<file path="src/rtl/prm_chk_seq.sv">
// Run sequencer for the primitive-check accumulator: clear, sweep an (x,y,z) grid into the
// checker, let the mask pipeline drain, then stream the 128 result words out over valid/ready.
module prm_chk_seq #(
   parameter int XW        = 4,
   parameter int YW        = 5,
   parameter int ZW        = 5,
   parameter int DRAIN_CYC = 4
) (
   input  logic                CLK,
   input  logic                RST_n,
   input  logic                start,
   input  logic                abort,
   input  logic [XW-1:0]       x_max,
   input  logic [YW-1:0]       y_max,
   input  logic [ZW-1:0]       z_max,
   input  logic [7:0]          settle,
   output logic                chk_rst_n,
   output logic [XW+YW+ZW-1:0] xyz_out,
   output logic [2:0]          sel1,
   output logic [7:0]          sel2,
   input  logic [31:0]         rd_word,
   output logic [31:0]         m_data,
   output logic                m_valid,
   input  logic                m_ready,
   output logic                m_last,
   output logic                busy,
   output logic                done
);

   typedef enum logic [2:0] {
      S_IDLE, S_CLEAR, S_SCAN, S_DRAIN, S_RD_SEL, S_RD_OUT, S_DONE
   } state_t;

   state_t                r_state;
   logic [XW-1:0]         r_x_max, r_x;
   logic [YW-1:0]         r_y_max, r_y;
   logic [ZW-1:0]         r_z_max, r_z;
   logic [7:0]            r_settle, r_dwell, r_drain;
   logic [6:0]            r_w;
   logic                  r_chk_rst_n, r_m_valid, r_m_last, r_busy, r_done;
   logic [XW+YW+ZW-1:0]   r_xyz;
   logic [2:0]            r_sel1;
   logic [7:0]            r_sel2;
   logic [31:0]           r_m_data;

   logic                  w_z_wrap, w_y_wrap, w_last_pt, w_dwell_end, w_drain_end;
   logic [XW-1:0]         w_x_nxt;
   logic [YW-1:0]         w_y_nxt;
   logic [ZW-1:0]         w_z_nxt;
   logic [6:0]            w_w_nxt;

   assign w_z_wrap    = (r_z == r_z_max);
   assign w_y_wrap    = (r_y == r_y_max);
   assign w_last_pt   = w_z_wrap && w_y_wrap && (r_x == r_x_max);
   assign w_dwell_end = (r_dwell == r_settle);
   assign w_drain_end = (r_drain == 8'(DRAIN_CYC - 1));
   assign w_w_nxt     = r_w + 7'd1;

   // z runs fastest; y and x only step when the faster axis wraps
   assign w_z_nxt = w_z_wrap ? '0 : r_z + ZW'(1);
   assign w_y_nxt = !w_z_wrap ? r_y : (w_y_wrap ? '0 : r_y + YW'(1));
   assign w_x_nxt = (w_z_wrap && w_y_wrap) ? r_x + XW'(1) : r_x;

   always_ff @(posedge CLK) begin
      if (!RST_n) begin
         r_state     <= S_IDLE;
         r_x_max     <= '0;
         r_y_max     <= '0;
         r_z_max     <= '0;
         r_settle    <= '0;
         r_x         <= '0;
         r_y         <= '0;
         r_z         <= '0;
         r_dwell     <= '0;
         r_drain     <= '0;
         r_w         <= '0;
         r_chk_rst_n <= 1'b1;
         r_xyz       <= '0;
         r_sel1      <= '0;
         r_sel2      <= '0;
         r_m_data    <= '0;
         r_m_valid   <= 1'b0;
         r_m_last    <= 1'b0;
         r_busy      <= 1'b0;
         r_done      <= 1'b0;
      end else if (abort && r_state != S_IDLE) begin
         r_state     <= S_IDLE;
         r_m_valid   <= 1'b0;
         r_m_last    <= 1'b0;
         r_chk_rst_n <= 1'b1;
         r_busy      <= 1'b0;
         r_done      <= 1'b0;
      end else begin
         case (r_state)
            S_IDLE: begin
               if (start) begin
                  r_x_max     <= x_max;
                  r_y_max     <= y_max;
                  r_z_max     <= z_max;
                  r_settle    <= settle;
                  r_x         <= '0;
                  r_y         <= '0;
                  r_z         <= '0;
                  r_dwell     <= '0;
                  r_drain     <= '0;
                  r_w         <= '0;
                  r_xyz       <= '0;
                  r_chk_rst_n <= 1'b0;
                  r_busy      <= 1'b1;
                  r_state     <= S_CLEAR;
               end
            end
            S_CLEAR: begin
               r_chk_rst_n <= 1'b1;
               r_xyz       <= '0;
               r_state     <= S_SCAN;
            end
            S_SCAN: begin
               if (!w_dwell_end) begin
                  r_dwell <= r_dwell + 8'd1;
               end else if (w_last_pt) begin
                  r_drain <= '0;
                  r_state <= S_DRAIN;
               end else begin
                  r_dwell <= '0;
                  r_x     <= w_x_nxt;
                  r_y     <= w_y_nxt;
                  r_z     <= w_z_nxt;
                  r_xyz   <= {w_x_nxt, w_y_nxt, w_z_nxt};
               end
            end
            S_DRAIN: begin
               if (w_drain_end) begin
                  r_w     <= '0;
                  r_sel1  <= '0;
                  r_sel2  <= '0;
                  r_state <= S_RD_SEL;
               end else begin
                  r_drain <= r_drain + 8'd1;
               end
            end
            S_RD_SEL: begin
               // sel has been stable for this whole cycle, so rd_word reflects word r_w
               r_m_data  <= rd_word;
               r_m_valid <= 1'b1;
               r_m_last  <= (r_w == 7'd127);
               r_state   <= S_RD_OUT;
            end
            S_RD_OUT: begin
               if (r_m_valid && m_ready) begin
                  r_m_valid <= 1'b0;
                  r_m_last  <= 1'b0;
                  if (r_w == 7'd127) begin
                     r_done  <= 1'b1;
                     r_busy  <= 1'b0;
                     r_state <= S_DONE;
                  end else begin
                     r_w     <= w_w_nxt;
                     r_sel1  <= w_w_nxt[6:4];
                     r_sel2  <= {4'b0000, w_w_nxt[3:0]};
                     r_state <= S_RD_SEL;
                  end
               end
            end
            S_DONE: begin
               r_done  <= 1'b0;
               r_state <= S_IDLE;
            end
            default: r_state <= S_IDLE;
         endcase
      end
   end

   assign chk_rst_n = r_chk_rst_n;
   assign xyz_out   = r_xyz;
   assign sel1      = r_sel1;
   assign sel2      = r_sel2;
   assign m_data    = r_m_data;
   assign m_valid   = r_m_valid;
   assign m_last    = r_m_last;
   assign busy      = r_busy;
   assign done      = r_done;

endmodule
</file>
<file path="config.mk">
export PLATFORM = sky130hd
export DESIGN_NAME = prm_chk_seq
export DESIGN_NICKNAME = d
export VERILOG_FILES = /design/src/rtl/prm_chk_seq.sv
export SDC_FILE = /design/constraint.sdc
export NUM_CORES = 1
export LEC_CHECK = 0
export ABC_AREA = 1
export BUFFER_PORTS_ARGS = -buffer_cell sky130_fd_sc_hd__buf_2
export CAP_MARGIN = 0
export CORE_MARGIN = 4
export CORE_UTILIZATION = 40
export CTS_CLUSTER_DIAMETER = 80
export DETAILED_ROUTE_END_ITERATION = 8
export SYNTH_ARGS = -nofsm -noshare
export SYNTH_HDL_FRONTEND = slang
export SYNTH_SLANG_ARGS = --single-unit
</file>
<file path="constraint.sdc">
create_clock -name CLK -period 2.2 [get_ports CLK]
set_input_delay 0.22 -clock CLK [delete_from_list [all_inputs] [get_ports CLK]]
set_output_delay 0.22 -clock CLK [all_outputs]
set_load 0.05 [all_outputs]
</file>
==> qor.csv, run 1 <==
stage,metric,value,unit
clock_network,clkSinkCount,120,
clock_network,cts_setup_buffers,0,
run_status,status,"complete, no violations",
routing,wl_per_cell,13.4,microns
placed_design,place.gp.congestion,0.842,
pwr,p_leak,3.05,nW
yosys,yosysSeqAreaShare,41.5,%
yosys,synthXorXnorAreaFrac,3.63,%
die,die_h,128,microns
routing,wl_met1,6.88,mm
yosys,synth_cell_types,42,
finish,fillers,1440,
placed_design,io_buffers,116,
hold_path,hold_path_class,input port to flip-flop,
sta,rsz0062_at_grt,no,
die,die_w,128,microns
setup_path,critPathLaunchType,flip-flop,
yosys,synthTopCellsByArea,"dfxtp_1, nand2_1, a21oi_1",
routing,drt_iter0_markers,359,
setup_path,endpoint_kind,flip-flop,
finish,num_antenna_cells,0,
routing,dr.pass1.iters,5,
finish,syn2layout_area_growth,22.6,%
die,start_util,41.2,%
yosys,synth-edff-count,0,
routing,dr_wl_met3,1.06,mm
yosys,syn_inst,811,
sta,finalCriticalPeriod,2.00,ns
sta,finalSetupViolations,0,
placed_design,place_area,0.00653,sq mm
yosys,synthMuxAreaShare,0,%
sta,slew_violations,0,
sta,fin_setup_tns,0,ns
routing,viasPerCell,4.97,
finish,utilization,50.5,%
clock_network,clock-root-buffer,clkbuf_16,
sta,fin_crit_sh,91.0,%
die,ios,121,
routing,antenna_left,0,
finish,post-route-cell-area,0.00710,sq mm
grt,grt_max_degree,79,
setup_path,required,2.51,ns
job,maxCapViolCount,0,
setup_path,r2r_start,r_z[2],
finish,drive_gt1_share,21.5,%
setup_path,critPathKind,flip-flop to flip-flop,
clock_network,cts_tree,done,
sta,final-hold-violation-count,0,
clock_network,cts.htree.levels,4,
routing,vias,5552,
die,core,0.0140,sq mm
yosys,synth_fa_ha_area_share,1.30,%
yosys,yosysWarnings,0,
routing,top_layer_used,met5,
grt,grt_pass1_wl,24.7,mm
clock_network,clk_pin_slew_worst_paths,0.05,ns
grt,antenna_found_initial,1,
yosys,synth_flop_cell,dfxtp_1,
clock_network,cts_hold_buf,0,
setup_path,critPathLaunch,r_z[2],
routing,routed_wl,14.9,mm
yosys,synth_compound_area_share,12.8,%
yosys,synthSimpleGateAreaFrac,33.4,%
yosys,yosysTopAreaCellShare,41.5,%
pwr,power.density,1200,mW/mm^2
routing,met2_length,6.76,mm
placed_design,dpl.hpwl,10.5,mm
pwr,vdd_drop_max,0.588,mV
sta,fmax,500,MHz
setup_path,cp_max_fo,15,
setup_path,cp-endpoint,r_y[0],
sta,hold_ws,0.0713,ns
setup_path,reg2regPathDepth,9,
yosys,synthArstFlopShare,0,%
grt,first_global_vias,5158,
setup_path,critPathArrivalTime,2.31,ns
sta,fin_worst_skew,0.00835,ns
grt,gr-total-overflow,0,
yosys,synth_top_area_cell,dfxtp_1,
routing,drc,0,
die,fp.dieArea,0.0165,sq mm
yosys,synth.most_common_cell,nand2_1,
setup_path,r2r_setup_slack,0.20,ns
setup_path,r2r-end,r_y[0],
grt,grt_usage,18.4,%
yosys,syn_area,0.00579,sq mm
yosys,ys_ff_latch,120,
die,rows,43,
finish,nets,990,
clock_network,clkLatencyLatePin,0.41,ns
yosys,syn_avg_cell_area,7.14,sq um
yosys,yosys-top-cells-count,"nand2_1, dfxtp_1, a21oi_1",
clock_network,cts_buffers,17,
clock_network,clk_path_buf_depth,2,
yosys,synth_top_family_by_area,simple AND/OR/NAND/NOR gates,
[timing repair]
item / CTS / global route
setup endpoints to repair: 0 / 1
resized for setup: 0 / 2
hold endpoints to repair: 0 / 0
[cells by family after synthesis]
family,Yosys count
other cells,1
flops,120
xor+xnor,24
compound gates,142
buf+inv,96
simple gates,422
fa+ha+maj,6
[metrics by stage]
step | total power [mW] | setup slack, ns | instances
5_1_grt | 9.11 | 0.00623 | 1116
3_5_place_dp | 5.92 | 0.197 | 1086
4_1_cts | 8.56 | 0.179 | 1116
6_report | 8.50 | 0.198 | 1116
3_3_place_gp | 5.90 | 0.202 | 1086
2_1_floorplan | 5.28 | 0.466 | 814
[cells in the final DEF, fill, tap and decap left out, types with 2 or more instances in the layout]
master / n
nand3_1: 92
xnor2_1: 14
dfxtp_1: 119
nand4_1: 19
nor3b_1: 2
nor3_1: 7
nand2_2: 6
clkbuf_16: 17
inv_2: 10
buf_2: 116
a21oi_1: 113
ha_1: 6
clkinvlp_4: 3
or2_1: 2
buf_4: 16
nor2_4: 2
nor2_2: 3
clkinv_2: 4
clkbuf_8: 4
xor2_1: 10
nand3_4: 3
o21ai_0: 22
and3_1: 2
conb_1: 4
nor2_1: 82
nand2_4: 2
nand2_1: 189
or2_2: 5
inv_1: 44
[metal layers]
metal	vias up	track usage, %
met5	-	0
li1	2891	-
met1	2486	24.0
met4	2	5.56
met2	149	28.6
met3	24	6.67
[flip-flops by register name, summed over array words and instances (netlist names)]
| signal | flops |
|---|---|
| chk_rst_n | 1 |
| done | 1 |
| r_x_max | 4 |
| r_state | 3 |
| m_last | 1 |
| r_settle | 8 |
| r_drain | 8 |
| r_z | 5 |
| r_z_max | 5 |
| xyz_out | 14 |
| m_valid | 1 |
| r_x | 4 |
| r_y | 5 |
| m_data | 32 |
| busy | 1 |
| r_w | 7 |
| sel2 | 4 |
| r_y_max | 5 |
| r_dwell | 8 |
| sel1 | 3 |
[power breakdown]
part | internal [mW] | switching (mW) | total, mW
logic | 1.03 | 2.13 | 3.16
registers | 2.48 | 0.250 | 2.73
clock network | 1.65 | 0.959 | 2.61
[critical path, stage by stage (launching register included)]
cell and delay [ns]:
dfxtp_1 0.45, xnor2_1 0.16, nand3_1 0.13, nor2_4 0.25
nand2_4 0.17, nand2_8 0.13, nand3_4 0.17, nand2_4 0.21
nand2_1 0.07, and3_1 0.16
[layout make-up]
cell class	count	area [sq um]	area share, %
multi-input combinational	598	2980	42.0
sequential	120	2400	33.9
timing repair buffer	133	721	10.2
clock buffer	22	484	6.82
tap	180	225	3.17
inverter	55	206	2.91
clock inverter	8	72.6	1.02
[how the worst min path moves through the flow]
stage / from / endpoint / slack [ns] / cells after the start
floorplan: rd_word[0] / m_data[0] / 0.39 / 2
global placement: m_data[21] / m_data[21] / 0.45 / 2
detailed placement: m_data[22] / m_data[22] / 0.45 / 2
CTS: settle[6] / r_settle[6] / 0.06 / 3
global route: settle[6] / r_settle[6] / 0.08 / 3
finish: settle[6] / r_settle[6] / 0.07 / 3
(Power assumes the default switching activity.)
==> inputs of run 2 (changes only) <==
--- a/config.mk
+++ b/config.mk
@@ -12,6 +12,7 @@
 export CORE_UTILIZATION = 40
 export CTS_CLUSTER_DIAMETER = 80
 export DETAILED_ROUTE_END_ITERATION = 8
+export GPL_TIMING_DRIVEN = 0
 export SYNTH_ARGS = -nofsm -noshare
 export SYNTH_HDL_FRONTEND = slang
 export SYNTH_SLANG_ARGS = --single-unit
==> qor.csv, run 2 (synthesized netlist as in run 1, its figures left out) <==
stage,metric,value,unit,change
pwr,power.density,1250,mW/mm^2,+4.4%
setup_path,required,2.51,ns,about the same
routing,wl_per_cell,14.4,microns,+7.9%
sta,worstMarginPinSlew,0.742,ns,
routing,drt_iter0_markers,426,,+19%
sta,fin_worst_skew,0.00601,ns,-0.00234 ns
pwr,internal-power,5.55,mW,+7.7%
sta,finalSetupViolations,0,,unchanged
finish,drive_gt1_share,20.5,%,-0.95 points
placed_design,dp_slack,0.132,ns,-0.0643 ns
finish,nets,1012,,+2.2%
sta,fin_crit_sh,91.2,%,+0.17 points
die,fp.dieArea,0.0165,sq mm,unchanged
placed_design,io_buffers,114,,-1.7%
grt,grt_max_degree,17,,-78%
hold_path,min_from,z_max[0],,
clock_network,cts_tree,done,,
clock_network,cts.htree.levels,4,,unchanged
job,maxCapViolCount,0,,unchanged
sta,finalCriticalPeriod,2.01,ns,+0.00381 ns
die,start_util,41.2,%,unchanged
sta,final-hold-violation-count,0,,unchanged
pwr,sequentialPowerShare,30.2,%,-1.9 points
finish,layout_commonest_cell,nand2_1,,
die,rows,43,,unchanged
placed_design,dpl.hpwl,11.9,mm,+13%
finish,fillers,1451,,+0.76%
routing,drc,0,,unchanged
setup_path,critPathKind,flip-flop to flip-flop,,
pwr,vdd_drop_max,0.577,mV,-1.9%
sta,rsz0062_at_grt,no,,
clock_network,clkLatencyLatePin,0.42,ns,about the same
setup_path,endpoint_kind,flip-flop,,
routing,vias,5739,,+3.4%
finish,syn2layout_area_growth,25.0,%,
routing,antenna_left,0,,unchanged
hold_path,hold_path_class,input port to flip-flop,,
sta,fmax,499,MHz,-0.19%
clock_network,clk_pin_slew_worst_paths,0.06,ns,about the same
grt,grt_usage,20.4,%,+2.0 points
setup_path,critPathArrivalTime,2.32,ns,about the same
die,die_h,128,microns,unchanged
pwr,finalPower,9.04,mW,+6.4%
hold_path,min_delay_path_depth,3,,unchanged
setup_path,r2r_start,r_z[0],,
die,die_w,128,microns,unchanged
setup_path,reg2regPathDepth,11,,+2
pwr,sw_frac_of_total,38.6,%,-0.73 points
clock_network,clk_path_buf_depth,2,,unchanged
clock_network,clock-root-buffer,clkbuf_16,,
sta,postLayoutSetupSlackWorst,0.194,ns,-0.00382 ns
clock_network,cts_hold_buf,0,,unchanged
hold_path,hold_path_end,r_z_max[0],,
pwr,p_sw,3.49,mW,+4.5%
routing,routed_wl,16.4,mm,+10%
routing,viasPerCell,5.03,,+1.2%
routing,dr.pass1.iters,5,,unchanged
finish,seqCellArea,0.00240,sq mm,about the same
finish,largest_register_ff_count,32,,unchanged
placed_design,place.gp.congestion,0.843,,+0.13%
sta,fin_setup_tns,0,ns,unchanged
setup_path,r2r-end,r_y[4],,
run_status,status,"complete, no violations",,
pwr,combPwrFrac,36.6,%,-0.6 points
grt,gr-total-overflow,0,,unchanged
sta,relSlewSlack,50.5,%,
grt,first_global_vias,5377,,+4.2%
setup_path,r2r_setup_slack,0.19,ns,about the same
die,core,0.0140,sq mm,unchanged
finish,num_antenna_cells,0,,unchanged
sta,slew_violations,0,,unchanged
clock_network,cts_buffers,17,,unchanged
pwr,p_leak,3.10,nW,+1.5%
setup_path,cp_max_fo,10,,-5
sta,hold_ws,0.0722,ns,+0.000894 ns
finish,final_cell_mix,"nand2_1, dfxtp_1, buf_2",,
grt,grt_pass1_wl,26.7,mm,+7.9%
finish,multi_input_area,0.00297,sq mm,-0.34%
pwr,p_clk_share,33.2,%,+2.5 points
clock_network,clkSinkCount,120,,unchanged
grt,antenna_found_initial,1,,unchanged
setup_path,critPathLaunchType,flip-flop,,
die,ios,121,,unchanged
-- run 2: cell count changes in the layout (fill, tap and decap cells not counted), moves of 2 or more --
| cell | delta |
|---|---|
| buf_1 | +2 |
| clkbuf_1 | +23 |
| clkbuf_2 | +3 |
| buf_6 | +5 |
| clkbuf_8 | -4 |
| buf_4 | -9 |
| bufinv_16 | +4 |
-- run 2: worst max-delay path by stage --
stage                           from         end  slack [ns]  cells past startpoint
after floorplan              m_valid      r_w[3]        0.47                      7
after global placement         RST_n  xyz_out[1]        0.14                      5
after detailed placement  r_state[0]  r_x_max[1]        0.13                      7
after CTS                 r_state[0]  r_x_max[1]        0.11                      7
after global routing          r_w[0]      r_w[1]        0.02                     11
final                         r_z[0]      r_y[4]        0.19                     11
-- run 2: stage by stage --
step,util (%),area (sq um),instances
2_1_floorplan,-,5800,814
3_3_place_gp,47.0,6600,1108
3_5_place_dp,47.0,6600,1108
4_1_cts,51.5,7230,1140
5_1_grt,51.5,7230,1140
6_report,51.5,7230,1140
-- run 2: final cells by class --
cell class	instances	area share (%)
Buffer	41	3.08
Clock buffer	18	5.93
Clock inverter	14	2.84
Inverter	55	2.85
Multi-Input combinational cell	598	41.1
Sequential cell	120	33.2
Tap cell	180	3.11
Timing Repair Buffer	114	7.89
-- run 2: layer usage --
| layer | vias up | wire [microns] | GRT usage [%] |
|---|---|---|---|
| li1 | 2943 | - | - |
| met1 | 2588 | 7500 | 26.4 |
| met2 | 179 | 7480 | 32.3 |
| met3 | 27 | 1180 | 6.75 |
| met4 | 2 | 269 | 6.24 |
| met5 | - | 13 | 0 |
-- run 2: power by group through the flow --
| stage | combinational (mW) | sequential [mW] | clock, mW |
|---|---|---|---|
| finish | 3.31 | 2.73 | 3.00 |
| global route | 3.71 | 2.77 | 3.15 |
| CTS | 3.30 | 2.73 | 3.05 |
| detailed placement | 3.28 | 2.77 | 0 |
| global placement | 3.27 | 2.77 | 0 |
| floorplan | 2.27 | 3.00 | 0 |
-- run 2: what timing repair did --
item	CTS	global route
setup buffers	0	0
gates resized for setup	0	6
setup endpoints to repair	0	18
hold endpoints to repair	0	0
-- run 2: critical path, stage by stage (launching register included) --
cell and delay (ns):
dfxtp_1 0.47, xnor2_1 0.16, nand2_1 0.10, nor2_4 0.25
nand2_4 0.15, nand2_8 0.13, nand3_4 0.13, nand2_4 0.14
buf_6 0.15, nand2_1 0.07, nand2_1 0.07, nor2_1 0.06
==> inputs of run 3 (changes only) <==
==> constraint.sdc (replaced) <==
create_clock -name CLK -period 2.3 [get_ports CLK]
set_input_delay 0.23 -clock CLK [delete_from_list [all_inputs] [get_ports CLK]]
set_output_delay 0.23 -clock CLK [all_outputs]
set_load 0.05 [all_outputs]
==> qor.csv, run 3 (synthesized netlist as in run 1, its figures left out) <==
stage,metric,value,unit,change
routing,antenna_left,0,,unchanged
finish,drive_gt1_share,20.4,%,-0.10 points
clock_network,cts.htree.levels,4,,unchanged
grt,grt_max_degree,17,,unchanged
setup_path,crit_top_cell,nand2_1,,
hold_path,hold_path_class,input port to flip-flop,,
setup_path,critical_path.top_delay_family,buffers and inverters,,
grt,antenna_found_initial,1,,unchanged
sta,relSlewSlack,50.6,%,+0.087 points
routing,drt_iter0_markers,414,,-2.8%
grt,gr-total-overflow,0,,unchanged
setup_path,critPathLaunchType,flip-flop,,
sta,fmax,485,MHz,-2.8%
clock_network,clock-root-buffer,clkbuf_16,,
clock_network,cts_tree,done,,
job,maxCapViolCount,0,,unchanged
routing,viasPerCell,5.03,,unchanged
placed_design,place.gp.congestion,0.843,,unchanged
pwr,vdd_drop_max,0.552,mV,-4.3%
placed_design,io_buffers,114,,unchanged
setup_path,critPathBufInv,3,,+2
placed_design,dpl.hpwl,11.9,mm,unchanged
sta,fin_setup_tns,0,ns,unchanged
setup_path,cp_max_fo,10,,unchanged
pwr,p_leak,3.10,nW,about the same
die,die_w,128,microns,unchanged
placed_design,place_area,0.00660,sq mm,unchanged
run_status,status,"complete, no violations",,
finish,post-route-cell-area,0.00723,sq mm,about the same
setup_path,r2r_setup_slack,0.24,ns,+0.04 ns
die,die_h,128,microns,unchanged
setup_path,endpoint_kind,flip-flop,,
finish,seqCellArea,0.00240,sq mm,unchanged
clock_network,cts_hold_buf,0,,unchanged
setup_path,cp_slowest_cell,clkbuf_1,,
setup_path,critPathKind,flip-flop to flip-flop,,
grt,grt_pass1_wl,26.7,mm,unchanged
sta,slew_violations,0,,unchanged
finish,largest_register_ff_count,32,,unchanged
sta,fin_crit_sh,89.7,%,-1.5 points
sta,final-hold-violation-count,0,,unchanged
sta,finalSetupViolations,0,,unchanged
finish,layout_commonest_cell,nand2_1,,
finish,fillers,1451,,unchanged
finish,multi_input_area,0.00297,sq mm,unchanged
finish,final_cell_mix,"nand2_1, dfxtp_1, buf_2",,
clock_network,clkSinkCount,120,,unchanged
clock_network,clkLatencyLatePin,0.42,ns,about the same
routing,dr.pass1.iters,5,,unchanged
sta,finalCriticalPeriod,2.06,ns,+0.0571 ns
die,rows,43,,unchanged
finish,syn2layout_area_growth,24.9,%,about the same
finish,nets,1012,,unchanged
routing,wl_per_cell,14.4,microns,-0.13%
pwr,finalPower,8.65,mW,-4.4%
routing,vias,5739,,unchanged
grt,first_global_vias,5377,,unchanged
die,start_util,41.2,%,unchanged
routing,routed_wl,16.4,mm,-0.13%
routing,drc,0,,unchanged
die,ios,121,,unchanged
sta,worstMarginPinSlew,0.741,ns,-0.00131 ns
sta,rsz0062_at_grt,no,,
die,core,0.0140,sq mm,unchanged
die,fp.dieArea,0.0165,sq mm,unchanged
clock_network,clk_pin_slew_worst_paths,0.06,ns,about the same
clock_network,cts_resized,0,,unchanged
grt,grt_usage,20.4,%,unchanged
setup_path,required,2.64,ns,+0.13 ns
setup_path,crit_chain,inv_2 -> nand3_4 -> clkinv_1 -> nand2_1 -> clkbuf_1 -> nand2_1 -> a21oi_1,,
clock_network,cts_setup_buffers,0,,unchanged
clock_network,clk_path_buf_depth,2,,unchanged
sta,hold_ws,0.0823,ns,+0.0101 ns
finish,num_antenna_cells,0,,unchanged
setup_path,critPathArrivalTime,2.40,ns,+0.08 ns
finish,utilization,51.5,%,about the same
clock_network,cts_buffers,17,,unchanged
sta,fin_worst_skew,0.00560,ns,-0.000412 ns
setup_path,crit_path_max_incr_delay,0.54,ns,+0.07 ns
pwr,power.density,1200,mW/mm^2,-4.4%
## run 3: cell counts in the layout (fill, tap and decap cells not counted)
No cell type changed its count.
## run 3: metal layers
| metal | routed length [microns] | part of all wire (%) | up-vias | global-route usage (%) |
|---|---|---|---|---|
| met1 | 7420 | 45 | 2590 | 26.4 |
| met3 | 1210 | 7.4 | 29 | 6.75 |
| li1 | - | - | 2941 | - |
| met5 | 13 | 0.079 | - | 0 |
| met4 | 272 | 1.7 | 2 | 6.24 |
| met2 | 7510 | 46 | 177 | 32.3 |
## run 3: metrics by stage
stage                     std cells  setup slack [ns]
after CTS                      1140             0.214
after global routing           1140            0.0146
after detailed placement       1108             0.232
after floorplan                 814             0.566
final                          1140             0.237
after global placement         1108             0.234
## run 3: layout make-up
class,instances,area share [%]
clock inverter,14,2.84
sequential,120,33.2
timing repair buffer,114,7.89
multi-input combinational,598,41.1
inverter,55,2.85
clock buffer,18,5.93
buffer,41,3.06
tap,180,3.11
## run 3: tightest hold or removal path, stage by stage
cell	delay, ns
buf_2	0.10
nand3_1	0.06
a21oi_1	0.06
## run 3: power breakdown
| group | internal (mW) | switching, mW | leakage (nW) |
|---|---|---|---|
| Combinational | 1.03 | 2.13 | 1.82 |
| Sequential | 2.37 | 0.245 | 0.976 |
| Clock | 1.91 | 0.963 | 0.301 |
## run 3: worst paths after layout
check	startpoint	to	cells past startpoint
min	z_max[0]	r_z_max[0]	3
min reg2reg	xyz_out[4]	xyz_out[4]	2
max reg2reg	r_state[0]	r_x_max[1]	7
max	r_state[0]	r_x_max[1]	7
